`src/rtl/fifo_wordpack.sv`:
```
// fifo_wordpack: drains an asynchronous-read FIFO of BW-bit entries and packs
// NB of them little-endian (lane 0 = oldest) into one output word, presented on
// a valid/ready stream with a per-lane strobe. Partial words leave on an explicit
// flush (o_last=1) or after TIMEOUT idle cycles (o_last=0).
//
// Ports:
//   i_clk, i_reset_n        clock, asynchronous active-low reset
//   i_empty, i_data, o_rd   FIFO read port (o_rd is the combinational pop strobe)
//   i_flush                 single-cycle request to emit the pending partial word
//   o_valid, i_ready        output handshake
//   o_word, o_strb, o_last  packed word, contiguous lane mask, flush marker
//   o_busy                  assembly, output or flush activity outstanding
module fifo_wordpack #(
    parameter int unsigned BW      = 8,
    parameter int unsigned NB      = 4,
    parameter int unsigned TIMEOUT = 16,
    parameter int unsigned LGTO    = 5
) (
    input  logic             i_clk,
    input  logic             i_reset_n,
    input  logic             i_empty,
    input  logic [BW-1:0]    i_data,
    output logic             o_rd,
    input  logic             i_flush,
    output logic             o_valid,
    input  logic             i_ready,
    output logic [NB*BW-1:0] o_word,
    output logic [NB-1:0]    o_strb,
    output logic             o_last,
    output logic             o_busy
);

    localparam int unsigned WW = NB * BW;
    localparam int unsigned CW = $clog2(NB + 1);

    logic [WW-1:0]   asm_q, asm_d;
    logic [CW-1:0]   cnt_q, cnt_d;
    logic            flush_pend_q, flush_pend_d;
    logic [LGTO-1:0] idle_q, idle_d;
    logic            valid_q, valid_d;
    logic [WW-1:0]   word_q, word_d;
    logic [NB-1:0]   strb_q, strb_d;
    logic            last_q, last_d;
    logic            busy_q, busy_d;

    logic            out_free;
    logic            to_hit;
    logic            cnt_full;
    logic            xfer;
    logic [NB-1:0]   strb_c;
    logic [WW-1:0]   word_c;

    // Transfer decision and FIFO pop strobe.
    always_comb begin
        out_free = !valid_q || i_ready;
        to_hit   = (TIMEOUT != 0) && (idle_q == LGTO'(TIMEOUT));
        cnt_full = (cnt_q == CW'(NB));
        xfer     = out_free && (cnt_full || (flush_pend_q && (cnt_q != '0)) || to_hit);
        o_rd     = !i_empty && !i_flush && !flush_pend_q && (!cnt_full || xfer);
    end

    // Lane mask for the current fill level; unfilled lanes are forced to zero.
    always_comb begin
        strb_c = '0;
        word_c = '0;
        for (int unsigned i = 0; i < NB; i++) begin
            strb_c[i] = (CW'(i) < cnt_q);
            if (strb_c[i]) begin
                word_c[i*BW +: BW] = asm_q[i*BW +: BW];
            end
        end
    end

    // Next-state for assembly buffer, counters and output register.
    always_comb begin
        asm_d        = asm_q;
        cnt_d        = cnt_q;
        valid_d      = valid_q;
        word_d       = word_q;
        strb_d       = strb_q;
        last_d       = last_q;
        idle_d       = idle_q;
        flush_pend_d = i_flush || (flush_pend_q && !xfer && (cnt_q != '0));

        if (xfer) begin
            word_d  = word_c;
            strb_d  = strb_c;
            last_d  = flush_pend_q;
            valid_d = 1'b1;
            asm_d   = '0;
            cnt_d   = '0;
        end else if (valid_q && i_ready) begin
            valid_d = 1'b0;
        end

        // A pop lands in the lane after whatever survives the transfer above.
        if (o_rd) begin
            for (int unsigned i = 0; i < NB; i++) begin
                if (cnt_d == CW'(i)) begin
                    asm_d[i*BW +: BW] = i_data;
                end
            end
            cnt_d = cnt_d + CW'(1);
        end

        if (o_rd || xfer || (cnt_q == '0)) begin
            idle_d = '0;
        end else if (!flush_pend_q && !cnt_full && (idle_q < LGTO'(TIMEOUT))) begin
            idle_d = idle_q + LGTO'(1);
        end

        busy_d = (cnt_d != '0) || valid_d || flush_pend_d;
    end

    // State registers.
    always_ff @(posedge i_clk or negedge i_reset_n) begin
        if (!i_reset_n) begin
            asm_q        <= '0;
            cnt_q        <= '0;
            flush_pend_q <= 1'b0;
            idle_q       <= '0;
            valid_q      <= 1'b0;
            word_q       <= '0;
            strb_q       <= '0;
            last_q       <= 1'b0;
            busy_q       <= 1'b0;
        end else begin
            asm_q        <= asm_d;
            cnt_q        <= cnt_d;
            flush_pend_q <= flush_pend_d;
            idle_q       <= idle_d;
            valid_q      <= valid_d;
            word_q       <= word_d;
            strb_q       <= strb_d;
            last_q       <= last_d;
            busy_q       <= busy_d;
        end
    end

    assign o_valid = valid_q;
    assign o_word  = word_q;
    assign o_strb  = strb_q;
    assign o_last  = last_q;
    assign o_busy  = busy_q;

endmodule

```
`config.mk`:
```
export PLATFORM = sky130hd
export DESIGN_NAME = fifo_wordpack
export DESIGN_NICKNAME = d
export VERILOG_FILES = /design/src/rtl/fifo_wordpack.sv
export SDC_FILE = /design/constraint.sdc
export NUM_CORES = 1
export LEC_CHECK = 0
export CORE_MARGIN = 3
export CORE_UTILIZATION = 48
export DETAILED_ROUTE_END_ITERATION = 12
export PLACE_DENSITY = 0.81
export REMOVE_ABC_BUFFERS = 1
export SLEW_MARGIN = 20
export SYNTH_ARGS = -nofsm -noshare
export SYNTH_HDL_FRONTEND = slang
export SYNTH_SLANG_ARGS = --single-unit
```
`constraint.sdc`:
```
create_clock -name i_clk -period 2.3 [get_ports i_clk]
set_clock_uncertainty 0.2 [all_clocks]
set_input_delay 0.575 -clock i_clk [delete_from_list [all_inputs] [get_ports i_clk]]
set_output_delay 0.575 -clock i_clk [all_outputs]
set_load 0.03 [all_outputs]
```
==> results.txt <==
- The path class of the tightest hold or removal check is flip-flop to flip-flop.
- Overall global routing resource usage: 21.1%
* Worst slack after detailed placement: -0.554 ns
* Final instance area: 0.00476 sq mm
* DRC: 0
- Flip-flop and latch count after synthesis: 80
* Initial core utilization: 50.0%
* Worst-case setup margin in the final layout: -0.0690 ns
- The number of buffers and inverters on the critical path is 6.
- Measured slew at the worst slew-check pin: 0.462 ns
- Number of clock buffers inserted by TritonCTS: 9
- Among the stages of the critical path, the cell type that occurs most often is sky130_fd_sc_hd__buf_6.
* Library cell with the largest summed area after synthesis: sky130_fd_sc_hd__dfrtp_1
- After detailed placement, the total cell area comes to 0.00424 sq mm.
- In the final routed layout, each cell accounts on average for 16.7 microns.
* Number of warnings reported in the yosys synthesis log: 0
* Instance count along the most critical hold path: 2
- The multi-input combinational cells in the finished layout cover a total of 0.00148 sq mm.
* Number of flops mapped to enable cells by yosys: 0
* Mapped cell area: 0.00343 sq mm
- Status: finished, violations left
- The worst-case IR drop observed on VDD is 0.000536 V.
- Required time at the worst-slack endpoint: 2.35 ns
- The final-report hold violation count is 0.
- Clock-pin slew was measured on the worst setup and hold paths at 0.09 ns.
* Top-area cell type share of the netlist area: 58.3%
* Reg area: 0.00200 sq mm
- Cell variety after synth: 42
- Traced cell by cell, the critical path runs through inv_1 > ha_2 > and4bb_2 > buf_6 > a2bb2oi_4 > inv_2 > buf_6 > ha_4 > inv_2 > a211oi_4 > buf_6 > a22o_1.
- The final critical path takes up 103% of the cycle.
- The net count of the finished layout is 430.
- Buffer type at the clock tree root: sky130_fd_sc_hd__clkbuf_8
- Core Box Area: 0.00687 sq mm
- The floorplan step set the die height to 90.6 microns.
* Sort of element at the start of the critical path: flip-flop
- Cells with a size suffix above 1 make up 27.0% of the layout.
* Mapped Cells: 317
- Total negative setup slack: -1.03 ns
* Average instance area after synthesis: 10.8 sq um
* I/O pin cnt: 53
- Max cap viols: 0
- In this run the horizontal extent of the chip is 90.6 microns.
- The congestion estimate from routability-driven global placement came to 0.849.
- For this design, the slowest cell found on the critical path is sky130_fd_sc_hd__dfrtp_1.
- Max incr delay on CP: 0.40 ns
* Antenna violations before repair: 0
- Via total after detailed routing: 2726
- Top cells by count, synth: 82 x sky130_fd_sc_hd__nand2_1, 80 x sky130_fd_sc_hd__dfrtp_1, 39 x sky130_fd_sc_hd__o21ai_0
- P_leak: 0.00209 uW
- Power spread over the standard cell area amounts to 1020 mW/mm^2.
- The detail route stage leaves a number of antenna-violating nets equal to 0.
* Standard-cell row count: 30
- Vias in the first global route: 2763
* Post-layout min period: 2.37 ns
- Final wirelength: 8.52 mm
- Max Fanout on Critical Path: 8
* First DRT Iteration DRCs: 149
* Violations in the final reports: negative setup slack
- By area the synthesized netlist is led by sky130_fd_sc_hd__dfrtp_1 58%, sky130_fd_sc_hd__nand2_1 9.0%, sky130_fd_sc_hd__a22o_1 6.4%.
- GR Overflow Total: 0
* Maximum achievable frequency: 0.422 GHz
- In the synthesized netlist the dominant register cell turns out to be sky130_fd_sc_hd__dfrtp_1.
- At the later pin of the worst-skew pair, clock insertion delay measures 0.36 ns.
- Maximum number of pins on one net before global-route repair: 48
- Sink Count: 80
- Final-report max-slew violation count: 0
- Fraction of registers with async set/reset: 100%
- The H-tree was split into 3 levels.
- Number of filler cells placed in the layout: 510
- Cell count along the critical path: 12
- Most used standard cell by instance count after synthesis: sky130_fd_sc_hd__nand2_1
- Top Family by Delay on Critical Path: buffers and inverters
* Die outline area: 0.00820 sq mm
- Buffers added on ports: 52
* CP Data Arrival Time: 2.42 ns
* DP Wirelength: 5.38 mm
- Wire length of the first global-routing pass: 13.7 mm
- The first detailed-routing pass ran for 4 iterations.
* Average via count per standard cell: 5.33
* Sequential area share after synthesis: 58.3%
* Cells on worst reg2reg path: 12
- RSZ-0062 raised after global routing: yes
- Relative to the synthesized area, the layout overhead comes to 38.6%.
- Critical path capture point type: flip-flop
* Relative slew slack: 69.2%
- TritonCTS clock tree: yes
- 0 antenna diodes ended up in the layout.
- No sink is reached through more buffers than the 2 on the longest clock path.
- The setup path with the least slack is of type flip-flop to flip-flop.
- Setup violations remaining at the end of the flow were counted as 27.
metal layers:
layer  up-vias  part of all wire, %  global-route usage, %
li1       1284                    -                      -
met4         0                  2.2                   8.67
met5         -                    0                      0
met2        72                   50                   34.7
met1      1356                   43                   27.2
met3        14                  4.2                   4.50
layout make-up:
type / instances / share of cell area (%)
inverters: 8 / 0.684
clock inverters: 7 / 1.29
multi-input cells: 212 / 31.0
clock buffers: 9 / 2.60
flip-flops and latches: 80 / 42.1
well taps: 96 / 2.52
repair buffers: 99 / 19.8
timing repair:
item | CTS | global route
endpoints found under the hold margin | 33 | 0
gates resized for setup | 46 | 18
gates cloned | 0 | 0
buffers inserted | 8 | 4
hold buffers | 1 | 0
endpoints found under the setup margin | 39 | 40
pin swaps | 13 | 12
tightest hold or removal path: cells and delay by family (launching register included):
family          cells  cell delay (ns)
compound gates      1             0.06
flops               1             0.35
simple gates        1             0.05
registers in the layout (all words and copies together) (netlist names):
register and cells:
cnt_q 3, o_busy 1, o_word 32, idle_q 5, flush_pend_q 1, asm_q 32
o_valid 1, o_strb 4, o_last 1
path summary, 6_finish.rpt:
| kind | slack, ns | endpoint | startpoint |
|---|---|---|---|
| hold / removal | 0.28 | o_word[12] | o_word[12] |
| hold reg to reg | 0.28 | o_word[12] | o_word[12] |
| max in group asynchronous | 0.80 | o_word[29] | i_reset_n |
| setup / recovery | -0.07 | asm_q[11] | idle_q[0] |
| setup reg to reg | -0.07 | asm_q[11] | idle_q[0] |
| min in group asynchronous | 0.52 | o_word[6] | i_reset_n |
kinds of logic (layout without fill, tap and decap cells):
group	Yosys count	after routing	share of synthesized area, %
buf+inv	25	123	3.75
xor+xnor	4	4	1.02
compound gates	89	89	19.1
fa+ha+maj	7	7	2.55
flops	80	80	58.3
mux	6	6	1.93
simple gates	106	106	13.3
report_power, final:
part           switching, uW  leakage [uW]  internal [uW]
registers                168       0.00109           1680
clock network            580     0.0000888            413
logic                   1110      0.000908            891
total                   1850       0.00209           2980
metrics by stage:
| step | utilization [%] | hold slack [ns] | total power (uW) | std cells |
|---|---|---|---|---|
| floorplan | - | 0.0794 | 2790 | 300 |
| global placement | 61.8 | 0.261 | 3470 | 483 |
| detailed placement | 61.8 | 0.270 | 3540 | 483 |
| CTS | 67.9 | 0.289 | 4680 | 508 |
| global route | 69.3 | 0.306 | 5070 | 511 |
| finish | 69.3 | 0.282 | 4840 | 511 |
cell usage in the layout, fill, tap and decap left out, drive strengths merged, types with 3 or more instances in the layout:
| master | count |
|---|---|
| buf | 48 |
| clkbuf | 9 |
| inv | 12 |
| nor2 | 9 |
| o21ai | 43 |
| nand2 | 82 |
| dlygate4sd2 | 3 |
| clkdlybuf4s50 | 47 |
| xnor2 | 4 |
| a22o | 25 |
| a21boi | 3 |
| ha | 7 |
| dfrtp | 80 |
| a211oi | 4 |
| mux2 | 5 |
Note: power is estimated with default switching activity, not from simulation.
==> RTL change 1 (same flow settings) <==
Take the reset off `word_q` and load it in a clocked block of its own.
--- a/src/rtl/fifo_wordpack.sv
+++ b/src/rtl/fifo_wordpack.sv
@@ -122,3 +122,2 @@
             valid_q      <= 1'b0;
-            word_q       <= '0;
             strb_q       <= '0;
@@ -132,3 +131,2 @@
             valid_q      <= valid_d;
-            word_q       <= word_d;
             strb_q       <= strb_d;
@@ -137,2 +135,6 @@
         end
+    end
+
+    always_ff @(posedge i_clk) begin
+        word_q <= word_d;
     end
Check against the original RTL: differs if i_reset_n is asserted again (counterexample within 4 cycles, from zero or initial values and one cycle with i_reset_n low); with i_reset_n held inactive, the same outputs for 10 cycles.
==> RTL change 1 against the unedited design <==
Sequential cell count is the same. Critical path type is now input pin to output port. Critical endpoint is now o_rd. Worst setup slack improved by 0.11 ns. Design area down 5.8%. Synthesized area decreased by 3.4%. Die area down 3.2%. Largest cell class unchanged. Wire length decreased by 16%. Highest routed layer unchanged.
Power is not compared: it rests on default switching activity, and its combinational part moved more than twofold at a synthesized area within 25%.
==> RTL change 1: results (changes against the unedited design) <==
| Metric | Value |
|---|---|
| Via density | 5.53 (was 5.33) |
| Top cells by instance count after synthesis | dfrtp_1 (48), edfxtp_1 (32), nor2b_1 (26), a22o_1 (24), nand2_1 (15) (was nand2_1 (82), dfrtp_1 (80), o21ai_0 (39), a22o_1 (25)) |
| Seq/Total Area, Yosys | 65.2% (was 58.3%) |
| Cell Count Post-Placement | 402 (was 483) |
| CP Max Fanout | 2 (was 8) |
| Number of synthesized flops with an enable pin | 32 (was 0) |
| Fillers | 461 (was 510) |
| DP Wirelength | 4.85 mm (was 5.38 mm) |
| Vias | 2332 (was 2726) |
| Initial DRC Count | 122 (was 149) |
| Clock period minus worst slack | 2.26 ns (was 2.37 ns) |
| Ys async rst share | 60.0% (was 100%) |
| Flop-to-flop setup slack | 0.04 ns (was -0.07 ns) |
| Overall routed net length | 7.15 mm (was 8.52 mm) |
| Placement-stage worst setup slack | -0.557 ns (was -0.554 ns) |
| Largest net degree at the start of global routing | 49 (was 48) |
| Library cells used by synthesis | 41 (was 42) |
| CTS resizes | 23 (was 46) |
| GP Congestion | 0.850 (was 0.849) |
| Hold Crit Class | input pin to async pin (was register to register) |
| First-pass GRT wire length | 11.5 mm (was 13.7 mm) |
| R2r endpoint | o_busy (was asm_q[11]) |
| Setup crit end | o_rd (was asm_q[11]) |
| Ranking of synthesized cells by area | dfrtp_1 (36%), edfxtp_1 (29%), a22o_1 (6.3%) (was dfrtp_1 (58%), nand2_1 (9.0%), a22o_1 (6.4%)) |
| Status | finished, final reports clean (was complete, but fails checks) |
-- RTL change 1: kinds of logic after synthesis --
group	after synthesis	share of synthesized area (%)
AND/OR/NAND/NOR	84	13.8
flip-flops	80	65.2
buffers and inverters	15	2.34
multiplexers	2	0.679
XOR/XNOR	4	1.06
adder cells (fa/ha/maj)	7	2.64
AO/OA/AOI/OAI	57	14.2
-- RTL change 1: per-stage QoR --
stage / instance area [um2] / TNS, ns / total power, mW
4_1_cts: 4410 / 0 / 3.37
2_1_floorplan: 3250 / -26.00 / 2.07
6_report: 4480 / 0 / 3.37
5_1_grt: 4480 / -0.126 / 3.51
3_5_place_dp: 4140 / -21.57 / 2.39
3_3_place_gp: 4140 / -17.52 / 2.36
-- RTL change 1: layer usage --
layer	share of wire (%)	GRT usage, %	vias up
met5	0	0	-
met1	43	25.8	1136
li1	-	-	1089
met2	49	30.1	95
met3	6.2	4.15	12
met4	2.1	9.47	0
-- RTL change 1: worst register-to-register path: cells and delay by family, from the launching register on --
kind            cells  cell delay [ns]
simple gates        4             0.56
compound gates      2             0.24
fa+ha+maj           3             0.60
buf+inv             2             0.14
flops               1             0.39
-- RTL change 1: worst min-delay path by stage --
stage / endpoint / slack (ns) / cells past startpoint
floorplan: asm_q[0] / 0.08 / 0
global placement: asm_q[7] / 0.28 / 1
detailed placement: asm_q[0] / 0.29 / 1
CTS: asm_q[22] / 0.11 / 2
global route: o_strb[1] / 0.15 / 2
finish: o_strb[1] / 0.09 / 2
-- RTL change 1: area by class of cell --
| class | instances | area share, % |
|---|---|---|
| inverter | 4 | 0.335 |
| clock buffer | 9 | 2.76 |
| sequential | 80 | 48.3 |
| clock inverter | 7 | 1.37 |
| tap | 77 | 2.15 |
| timing repair buffer | 91 | 18.3 |
| multi-input combinational | 154 | 26.8 |
==> RTL change 2 (same flow settings) <==
Without the edit above. Change the parameter `NB` from 4 to 8.
--- a/src/rtl/fifo_wordpack.sv
+++ b/src/rtl/fifo_wordpack.sv
@@ -14,3 +14,3 @@
     parameter int unsigned BW      = 8,
-    parameter int unsigned NB      = 4,
+    parameter int unsigned NB      = 8,
     parameter int unsigned TIMEOUT = 16,
Ports: changed (resized o_strb and o_word); port bits go from 53 to 89. No check against the original RTL was run, so the function may have changed too.
==> RTL change 2 against the unedited design <==
The flow still finishes with violations (setup timing). Design area up 72%. Total power rose by 82%. Global-route usage grew 2.2 points. Sequential cell count rose by 69. Wire length rose by 84%. Synthesized area increased by 77%. Fmax grew 2.6%. Worst setup slack improved by 0.060 ns. Critical path depth shrank 8. Critical path type is now register to output port. Critical endpoint is now o_rd.
==> RTL change 2: results (changes against the unedited design) <==
| Metric | Value |
|---|---|
| Setup WS post-layout | -0.00877 ns (was -0.0690 ns) |
| P_seq | 3.20 mW (was 1.85 mW) |
| Failing checks | setup timing (unchanged) |
| DP Wirelength | 9.97 mm (was 5.38 mm) |
| Slew HR | 57.3% (was 69.2%) |
| Worst-Skew Late Latency | 0.41 ns (was 0.36 ns) |
| CTS buffer count | 17 (was 9) |
| Status | complete, but fails checks (unchanged) |
| Met2 Use GR | 38.1% (was 34.7%) |
| Cell Count Post-Placement | 808 (was 483) |
| Number of nets in the layout | 680 (was 430) |
| Critical path class | register to output port (was register to register) |
| Fraction of layout cells with a size suffix above 1 | 15.5% (was 27.0%) |
| Seq/Total Area, Yosys | 61.3% (was 58.3%) |
| Peak supply drop | 0.641 mV (was 0.536 mV) |
| Port-buffer cells | 88 (was 52) |
| R2r endpoint | asm_q[1] (was asm_q[11]) |
| Vias | 4758 (was 2726) |
| NonClk Buf Share | 16.8% (was 19.8%) |
| Via density | 5.62 (was 5.33) |
| GP Congestion | 0.872 (was 0.849) |
| First-pass GRT wire length | 26.0 mm (was 13.7 mm) |
| Final setup violation count | 1 (was 27) |
| Clock buf/inv share | 8.14% (was 3.89%) |
| Dpl cell area | 7410 um2 (was 4240 um2) |
| Ranking of synthesized cells by area | dfrtp_1 (61%), a22o_1 (9.2%), nand2_1 (8.0%) (was dfrtp_1 (58%), nand2_1 (9.0%), a22o_1 (6.4%)) |
| # rows | 40 (was 30) |
| Overall routed net length | 15.7 mm (was 8.52 mm) |
| Reg-to-reg critical path startpoint | cnt_q[0] (was idle_q[0]) |
[RTL change 2: changes by cell type in the layout (fill, tap and decap cells not counted), sizes merged, moves of 14 or more]
cell	before	now
a22o	25	64
clkbuf	9	23
clkdlybuf4s50	47	83
dfrtp	80	149
nand2	82	130
nand3	1	59
nor2	9	26
o21ai	43	7
[RTL change 2: metal layers]
metal	vias to the layer above	wire, um
li1	2145	-
met1	2388	6650
met2	192	7750
met3	33	918
met4	0	342
met5	-	0
[RTL change 2: worst min-delay path by stage]
stage               depth (start not counted)          to        from  slack (ns)
CTS                                         2  o_word[18]  o_word[18]        0.27
finish                                      2  o_word[18]  o_word[18]        0.26
global route                                2  o_word[59]  o_word[59]        0.29
global placement                            2  o_word[14]  o_word[14]        0.25
floorplan                                   0    asm_q[0]   i_reset_n        0.08
detailed placement                          1  o_word[38]   i_reset_n        0.26
[RTL change 2: critical path, cell delays in order, from the launching register on]
cell and delay, ns:
dfrtp_1 0.39, buf_6 0.13, nor4b_4 0.34, a21oi_4 0.11
buf_12 0.15
